`config.mk`:
```
export PLATFORM = sky130hd
export DESIGN_NAME = key_search_sequencer
export DESIGN_NICKNAME = d
export VERILOG_FILES = /design/src/rtl/rc4_search_pkg.sv /design/src/rtl/search_watchdog.sv /design/src/rtl/key_search_sequencer.sv
export SDC_FILE = /design/constraint.sdc
export NUM_CORES = 1
export LEC_CHECK = 0
export BUFFER_PORTS_ARGS = -buffer_cell sky130_fd_sc_hd__buf_2
export CAP_MARGIN = 10
export CORE_UTILIZATION = 57
export CTS_BUF_LIST = sky130_fd_sc_hd__clkbuf_8
export CTS_CLUSTER_DIAMETER = 60
export DETAILED_ROUTE_END_ITERATION = 12
export PLACE_DENSITY_LB_ADDON = 0.25
export SYNTH_ARGS = -nofsm -noshare
export SYNTH_HDL_FRONTEND = slang
export SYNTH_HIERARCHICAL = 1
export SYNTH_SLANG_ARGS = --single-unit
```
`constraint.sdc`:
```
create_clock -name clk -period 3.8 [get_ports clk]
set_input_delay 0.76 -clock clk [delete_from_list [all_inputs] [get_ports clk]]
set_output_delay 0.76 -clock clk [all_outputs]
set_load 0.005 [all_outputs]
```
`src/rtl/rc4_search_pkg.sv`:
```
// Shared key-search types: candidate key width, key-space limit and sequencer states.
package rc4_search_pkg;

  localparam int KEY_W = 22;
  localparam logic [KEY_W-1:0] MAX_KEY = 22'h3FFFFF;

  typedef logic [KEY_W-1:0] key_t;

  typedef enum logic [2:0] {
    IDLE,
    LAUNCH,
    WAIT,
    FOUND,
    EXHAUSTED,
    STOPPED
  } seq_state_t;

endpackage

```
`src/rtl/search_watchdog.sv`:
```
// Per-candidate timeout: reloaded on clear, counts WAIT cycles, flags the last one.
module search_watchdog #(
  parameter int TIMEOUT = 4096,
  localparam int CW = (TIMEOUT > 1) ? $clog2(TIMEOUT) : 1
) (
  input  logic clk,
  input  logic reset,
  input  logic clear_i,
  input  logic run_i,
  output logic expire_o
);

  localparam logic [CW-1:0] LOAD = CW'(TIMEOUT - 1);

  logic [CW-1:0] cnt_q, cnt_d;

  // Down-counter: remaining WAIT cycles before the relaunch cycle.
  always_comb begin
    cnt_d = cnt_q;
    if (clear_i) begin
      cnt_d = LOAD;
    end else if (run_i && (cnt_q != '0)) begin
      cnt_d = cnt_q - 1'b1;
    end
  end

  always_ff @(posedge clk) begin
    if (reset) begin
      cnt_q <= LOAD;
    end else begin
      cnt_q <= cnt_d;
    end
  end

  assign expire_o = run_i && (cnt_q == '0);

endmodule

```
`src/rtl/key_search_sequencer.sv`:
```
// Per-core brute-force key walker: launches the core once per candidate, strides by
// total_cores, stops on own hit, peer hit (global_stop) or key-space exhaustion.
//   state     | meaning
//   IDLE      | waiting for start
//   LAUNCH    | one-cycle core_restart pulse for secret_key
//   WAIT      | core evaluating; watchdog running
//   FOUND     | secret_key is the solution (terminal)
//   EXHAUSTED | subset searched without hit (terminal)
//   STOPPED   | a peer core found the key (terminal)
module key_search_sequencer #(
  parameter int KEY_W = rc4_search_pkg::KEY_W,
  parameter logic [KEY_W-1:0] MAX_KEY = rc4_search_pkg::MAX_KEY,
  parameter int STRIDE_W = 8,
  parameter int TIMEOUT = 4096
) (
  input  logic                clk,
  input  logic                reset,
  input  logic                start,
  input  logic [KEY_W-1:0]    core_init_val,
  input  logic [STRIDE_W-1:0] total_cores,
  input  logic                core_done,
  input  logic                core_valid,
  input  logic                global_stop,
  output logic                core_restart,
  output logic [KEY_W-1:0]    secret_key,
  output logic                key_found,
  output logic                exhausted,
  output logic                busy,
  output logic [KEY_W-1:0]    keys_tried
);

  import rc4_search_pkg::*;

  localparam logic [KEY_W:0] LIMIT = {1'b0, MAX_KEY};

  seq_state_t           state_q, state_d;
  logic [KEY_W-1:0]     key_q, key_d;
  logic [KEY_W-1:0]     tried_q, tried_d;
  logic [STRIDE_W-1:0]  stride_q, stride_d;
  logic [KEY_W:0]       next_key;
  logic                 wd_expire;

  // One extra bit so a carry out of KEY_W counts as past MAX_KEY, never as a wrap.
  assign next_key = {1'b0, key_q} + (KEY_W + 1)'(stride_q);

  always_comb begin
    state_d  = state_q;
    key_d    = key_q;
    tried_d  = tried_q;
    stride_d = stride_q;
    case (state_q)
      IDLE: begin
        if (start && !global_stop) begin
          key_d    = core_init_val;
          stride_d = (total_cores == '0) ? STRIDE_W'(1) : total_cores;
          tried_d  = '0;
          state_d  = (core_init_val > MAX_KEY) ? EXHAUSTED : LAUNCH;
        end
      end
      LAUNCH: state_d = WAIT;
      WAIT: begin
        if (core_done && core_valid) begin
          state_d = FOUND;
        end else if (global_stop) begin
          state_d = STOPPED;
        end else if (core_done) begin
          if (tried_q != '1) begin
            tried_d = tried_q + 1'b1;
          end
          if (next_key > LIMIT) begin
            state_d = EXHAUSTED;
          end else begin
            key_d   = next_key[KEY_W-1:0];
            state_d = LAUNCH;
          end
        end else if (wd_expire) begin
          state_d = LAUNCH;
        end
      end
      default: state_d = state_q;
    endcase
  end

  always_ff @(posedge clk) begin
    if (reset) begin
      state_q  <= IDLE;
      key_q    <= '0;
      tried_q  <= '0;
      stride_q <= '0;
    end else begin
      state_q  <= state_d;
      key_q    <= key_d;
      tried_q  <= tried_d;
      stride_q <= stride_d;
    end
  end

  search_watchdog #(
    .TIMEOUT(TIMEOUT)
  ) u_watchdog (
    .clk     (clk),
    .reset   (reset),
    .clear_i (state_q == LAUNCH),
    .run_i   (state_q == WAIT),
    .expire_o(wd_expire)
  );

  assign core_restart = (state_q == LAUNCH);
  assign busy         = (state_q == LAUNCH) || (state_q == WAIT);
  assign key_found    = (state_q == FOUND);
  assign exhausted    = (state_q == EXHAUSTED);
  assign secret_key   = key_q;
  assign keys_tried   = tried_q;

endmodule

```
==> results of run 1 <==
[final timing paths]
kind | startpoint | endpoint | slack, ns | cells after the start
max reg2reg | secret_key[7]$_SDFFE_PP0P_ | secret_key[16]$_SDFFE_PP0P_ | 0.88 | 7
min reg2reg | stride_q[4]$_SDFFE_PP0P_ | stride_q[4]$_SDFFE_PP0P_ | 0.47 | 2
max | secret_key[7]$_SDFFE_PP0P_ | secret_key[16]$_SDFFE_PP0P_ | 0.88 | 7
min | stride_q[4]$_SDFFE_PP0P_ | stride_q[4]$_SDFFE_PP0P_ | 0.47 | 2
[power by group through the flow]
stage	Combinational [mW]	Sequential, mW	Clock, mW
detailed placement	0.591	0.871	0
finish	0.604	0.858	0.751
CTS	0.598	0.855	0.753
global route	0.671	0.869	0.786
global placement	0.578	0.867	0
floorplan	0.436	0.857	0
[tightest hold or removal path: cells and delay by family, from the launching register on]
kind	cells	cell delay (ns)
flops	1	0.31
simple gates	1	0.05
compound gates	1	0.05
[cell families after synthesis]
family                     Yosys count  synth area share (%)
and+or+nand+nor                    205                 28.91
AOI/OAI and AO/OA                  125                 22.06
DFF                                 67                 34.98
xor gates and xnor gates            27                 6.166
buffers and inverters               27                 3.784
adders and majority gates           12                 4.111
[flip-flops by register name, summed over array words and instances, names as in the netlist]
name	flops
keys_tried	22
secret_key	22
state_q	3
stride_q	8
u_watchdog/cnt_q	12
[layer usage]
metal / wire length [µm] / vias up
met1: 4304 / 1765
met4: 208 / 0
li1: - / 1852
met5: 0 / -
met3: 552 / 20
met2: 4512 / 134
[final cells by class]
cell class                 count  area [µm²]  area share (%)
multi-input combinational    369        2349           52.37
sequential                    67        1341           29.91
timing repair buffer          85       430.4           9.598
clock buffer                  11       151.4           3.376
clock inverter                 4       97.59           2.176
tap                           77       96.34           2.148
inverter                       5       18.77          0.4185
[cell usage after synthesis, types with 3 or more instances]
| cell type | n |
|---|---|
| nor4_1 | 7 |
| o21ai_0 | 22 |
| nand2_1 | 56 |
| or3_1 | 5 |
| and2_1 | 4 |
| a211oi_1 | 7 |
| o31ai_1 | 3 |
| xnor2_1 | 11 |
| o21a_1 | 7 |
| buf_6 | 4 |
| ha_1 | 11 |
| nor2b_1 | 4 |
| nor3_1 | 13 |
| nor3b_1 | 6 |
| or4_1 | 4 |
| o21ai_1 | 3 |
| inv_1 | 5 |
| a31oi_1 | 8 |
| dfxtp_1 | 67 |
| and3_1 | 10 |
| xor2_1 | 16 |
| and3_2 | 3 |
| a21o_1 | 3 |
| buf_2 | 3 |
| nor2_1 | 41 |
| and4_1 | 6 |
| nand4_1 | 8 |
| a21oi_1 | 41 |
| nand3_1 | 18 |
| clkbuf_1 | 12 |
[per-stage QoR]
step,std cells,setup slack (ns)
after CTS,618,0.9034
after global placement,603,0.9758
after floorplan,463,1.146
final,618,0.8828
after global routing,618,0.6560
after detailed placement,603,0.9427
==> run metrics, run 1 <==
initial core utilization=59.71%; Syn Inst Count=463; Final Max Tran Viols=0; normalized max-slew margin=26.94%; TNS Setup=0 ns; worst min-delay path category=flop to flop; max incr delay on CP=1.03 ns; std cell rows=29; Iter 0 DRT Violations=263; Post-synth EDFFs=0; commonest non-fill, non-tap cell in the layout=buf_2; drt via density=6.102; DRC=12; clock-pin transition on the worst setup and hold timing paths=0.08 ns; Die H=84.03 µm; Primary FF master, synth=dfxtp_1; min Tclk post-route=2.917 ns; syn avg cell area=8.283 µm²; maxcap violations=0; Post-CTS Setup Inserts=0; vias=3771; CP startpoint kind=flop; Async SR Flop Fraction=0%; Synthesized Nets=511; Fin Hold WS=0.4659 ns; Top delay family on crit path=compound AO/OA/AOI/OAI gates; critical path peak fanout=19; Worst VDD drop=0.0002632 V; Yosys cell types=77; die width=84.03 µm; synthesized cell area=0.003835 mm²; worst-case clock buffer depth=2; area leader, netlist=dfxtp_1; Synth Register Bits=67; Psw=736.4 µW; Final Cycle Share=76.77%; final setup vio count=0; Final HPWL DP=6597 µm; Cell Int Power=1.476 mW; post-synthesis sequential area ratio=34.98%; failing checks=DRC; # clock sinks=67; Final GP Congestion=0.8053; overall routed net length=9577 µm; Cell Chain, Critical Path=ha_1, nand2_1, o21ai_1, nand3_4, o41ai_4, o21ai_0, a31oi_1; vias in the first global route=3402; cell area after layout=0.004484 mm²; final setup skew=0.009016 ns; Critical Path End Type=flop; TritonCTS Buffers=9; die area=0.007060 mm²; post-CTS resize count=0; Critical Path RT=4.08 ns; CTS Hold Buffers Added=0; GR peak layer=met2; antenna diode count=0; I/O pins=84; RSZ-0062 raised after global routing=false; most frequent cells in the layout=buf_2, dfxtp_1, nand2_1, nor2_1, a21oi_1; actual slew at the worst max-slew pin=1.092 ns; CTS tree=done; Final nets=585; Synth-to-Final Area Change=16.93%; FILL cells=518; top cell type's share of synthesized area=34.98%; All-Layer GR Usage=27.88%; share of post-route cells with drive strength above 1=22.74%; Post-DP Area=0.004235 mm²; PwrDens=493.4 mW/mm²; power share of the clock group=33.9%; sequential power share=38.8%; Switching Fraction=33.28%; slowest CP cell=o41ai_4; WL per Instance=15.50 µm; core area=0.006422 mm²; total leakage power=1.868 nW; yosys warns=6; highest clock rate=342.8 MHz; worst-skew pair later-pin latency=0.36 ns; final core utilization=69.82%; combinational share of power=27.3%; Pwr Total=2.213 mW; H-tree Lvls=3; initial antenna violation count=0; GR Layer Usage met3=4.649%; clock root buffer=clkbuf_8; GR Util met1=35.58%; Synth area leaders=dfxtp_1, nand2_1, a21oi_1; grt met2 use=46.27%; Worst EP arrival=3.19 ns; DRT antenna net count=0; 1st-pass router iterations=9; first-pass GRT wire length=15790 µm; status=finished, violations left; number of port buffers=83; CP Buf/Inv Count=0; critical path type=flop to flop; Final Hold Fails=0; global route overflow=0; largest net degree at the start of global routing=41
(Power assumes the default switching activity.)
==> inputs of run 2 (changes only) <==
clock period = 2.7 ns   (was 3.8 ns; I/O delays follow)
==> run 2 against run 1 <==
Effect of this change: the run still ends with DRC left; final area increased by 2.1%; clock power rose by 38%; fmax grew 15%; register-to-register slack lost 0.71 ns; sequential cell count unchanged; combinational power up 50%; sequential power increased by 41%; final cell count is 1.9% higher; clock-buffer cell count down 1; non-clock buffer count up 11; worst setup slack lost 0.71 ns; routed wire length is 4.6% higher; critical path type unchanged; largest cell class unchanged; highest routed layer unchanged.
==> run metrics, run 2 (same netlist as run 1, synthesis figures left out) <==
Met2 Wirelength=4798 µm; Critical Path RT=2.95 ns; RSZ-0062 raised after global routing=false; Die H=84.03 µm; 1st-pass router iterations=9; TritonCTS Buffers=9; core area=0.006422 mm²; PwrDens=688.5 mW/mm²; FILL cells=520; All-Layer GR Usage=29.13%; Worst Hold Launch=total_cores[4]; H-tree Lvls=3; max layer used=met4; final setup skew=0.008537 ns; initial antenna violation count=0; overall routed net length=10020 µm; worst min-delay path category=input pin to flop; Worst R2R End=secret_key[0]$_SDFFE_PP0P_; Worst R2R Setup Slack=0.17 ns; Post-DP Area=0.004330 mm²; commonest non-fill, non-tap cell in the layout=buf_2; initial core utilization=59.71%; CTS tree=done; Post-CTS Setup Inserts=0; drt via density=6.175; antenna diode count=0; Min-Delay Endpoint=stride_q[4]$_SDFFE_PP0P_; TNS Setup=0 ns; hold depth=3; maxcap violations=0; Final HPWL DP=7042 µm; most frequent cells in the layout=buf_2, dfxtp_1, nand2_1, nor2_1, a21oi_1; min Tclk post-route=2.527 ns; Final GP Congestion=0.8495; Reg2Reg Depth=9; critical path peak fanout=22; cell area after layout=0.004581 mm²; clock root buffer=clkbuf_8; Worst VDD drop=0.0004881 V; CP startpoint kind=flop; actual slew at the worst max-slew pin=0.7064 ns; # clock sinks=67; WL per Instance=15.91 µm; Worst R2R Start=secret_key[0]$_SDFFE_PP0P_; Final Max Tran Viols=0; Synth-to-Final Area Change=19.45%; Final nets=596; status=finished, violations left; failing checks=DRC; clock-pin transition on the worst setup and hold timing paths=0.08 ns; Worst EP arrival=2.78 ns; highest clock rate=395.7 MHz; final setup vio count=0; Final Hold Fails=0; Iter 0 DRT Violations=263; I/O pins=84; critical path type=flop to flop; first-pass GRT wire length=16580 µm; multi-input logic area=0.002349 mm²; total leakage power=1.932 nW; number of port buffers=83; die area=0.007060 mm²; worst-case clock buffer depth=2; largest net degree at the start of global routing=41; DRT antenna net count=0; std cell rows=29; vias in the first global route=3693; Critical Path End Type=flop; metal3 WL=601 µm; CTS Hold Buffers Added=0; die width=84.03 µm; Final Cycle Share=93.59%; share of post-route cells with drive strength above 1=24.41%; vias=3890; DRC=12; normalized max-slew margin=52.31%; sequential cell area=0.001341 mm²; worst-skew pair later-pin latency=0.35 ns; global route overflow=0; post-CTS resize count=0; met1 wire length=4408 µm
[run 2: final cells by class]
type / instances / area share, %
Tap cell: 77 / 2.103
Timing Repair Buffer: 96 / 11.47
Sequential cell: 67 / 29.28
Multi-Input combinational cell: 369 / 51.27
Clock inverter: 6 / 2.458
Inverter: 5 / 0.4097
Clock buffer: 10 / 3.005
[run 2: power breakdown]
part | internal, mW | switching (mW)
Clock | 0.640 | 0.395
Combinational | 0.371 | 0.537
Sequential | 1.09 | 0.124
[run 2: worst max path at each step]
| stage | endpoint | from | slack [ns] | cells past startpoint |
|---|---|---|---|---|
| 3_3_place_gp | secret_key[0]$_SDFFE_PP0P_ | secret_key[0]$_SDFFE_PP0P_ | 0.30 | 9 |
| 5_1_grt | secret_key[1]$_SDFFE_PP0P_ | secret_key[0]$_SDFFE_PP0P_ | 0.02 | 9 |
| 6_report | secret_key[0]$_SDFFE_PP0P_ | secret_key[0]$_SDFFE_PP0P_ | 0.17 | 9 |
| 3_5_place_dp | secret_key[1]$_SDFFE_PP0P_ | secret_key[0]$_SDFFE_PP0P_ | 0.17 | 9 |
| 2_1_floorplan | u_watchdog/cnt_q[5]$_SDFFE_PP1P_ | state_q[0]$_SDFFE_PP0P_ | 0.05 | 10 |
| 4_1_cts | secret_key[1]$_SDFFE_PP0P_ | secret_key[0]$_SDFFE_PP0P_ | 0.17 | 9 |
[run 2: metrics by stage]
stage	utilization, %	hold slack (ns)	power (mW)	cells	setup WS [ns]
after CTS	71.32	0.4336	3.148	630	0.1667
after floorplan	-	0.4400	1.819	463	0.04588
after global placement	67.43	0.4551	2.081	614	0.3008
final	71.32	0.4427	3.154	630	0.1730
after detailed placement	67.43	0.4566	2.119	614	0.1714
after global routing	71.32	0.4548	3.316	630	0.01972
[run 2: critical path: stages (launching register included)]
cell and delay (ns):
dfxtp_1 0.33, ha_1 0.22, fa_1 0.43, a211oi_1 0.41, o21ai_2 0.19, nand3_4 0.14
o41a_1 0.24, buf_12 0.18, nor2_1 0.05, a311oi_1 0.24
[run 2: layer usage]
metal	track usage [%]	vias up
met5	0	-
met4	11.76	0
li1	-	1881
met1	36.15	1845
met2	49.40	143
met3	5.737	21
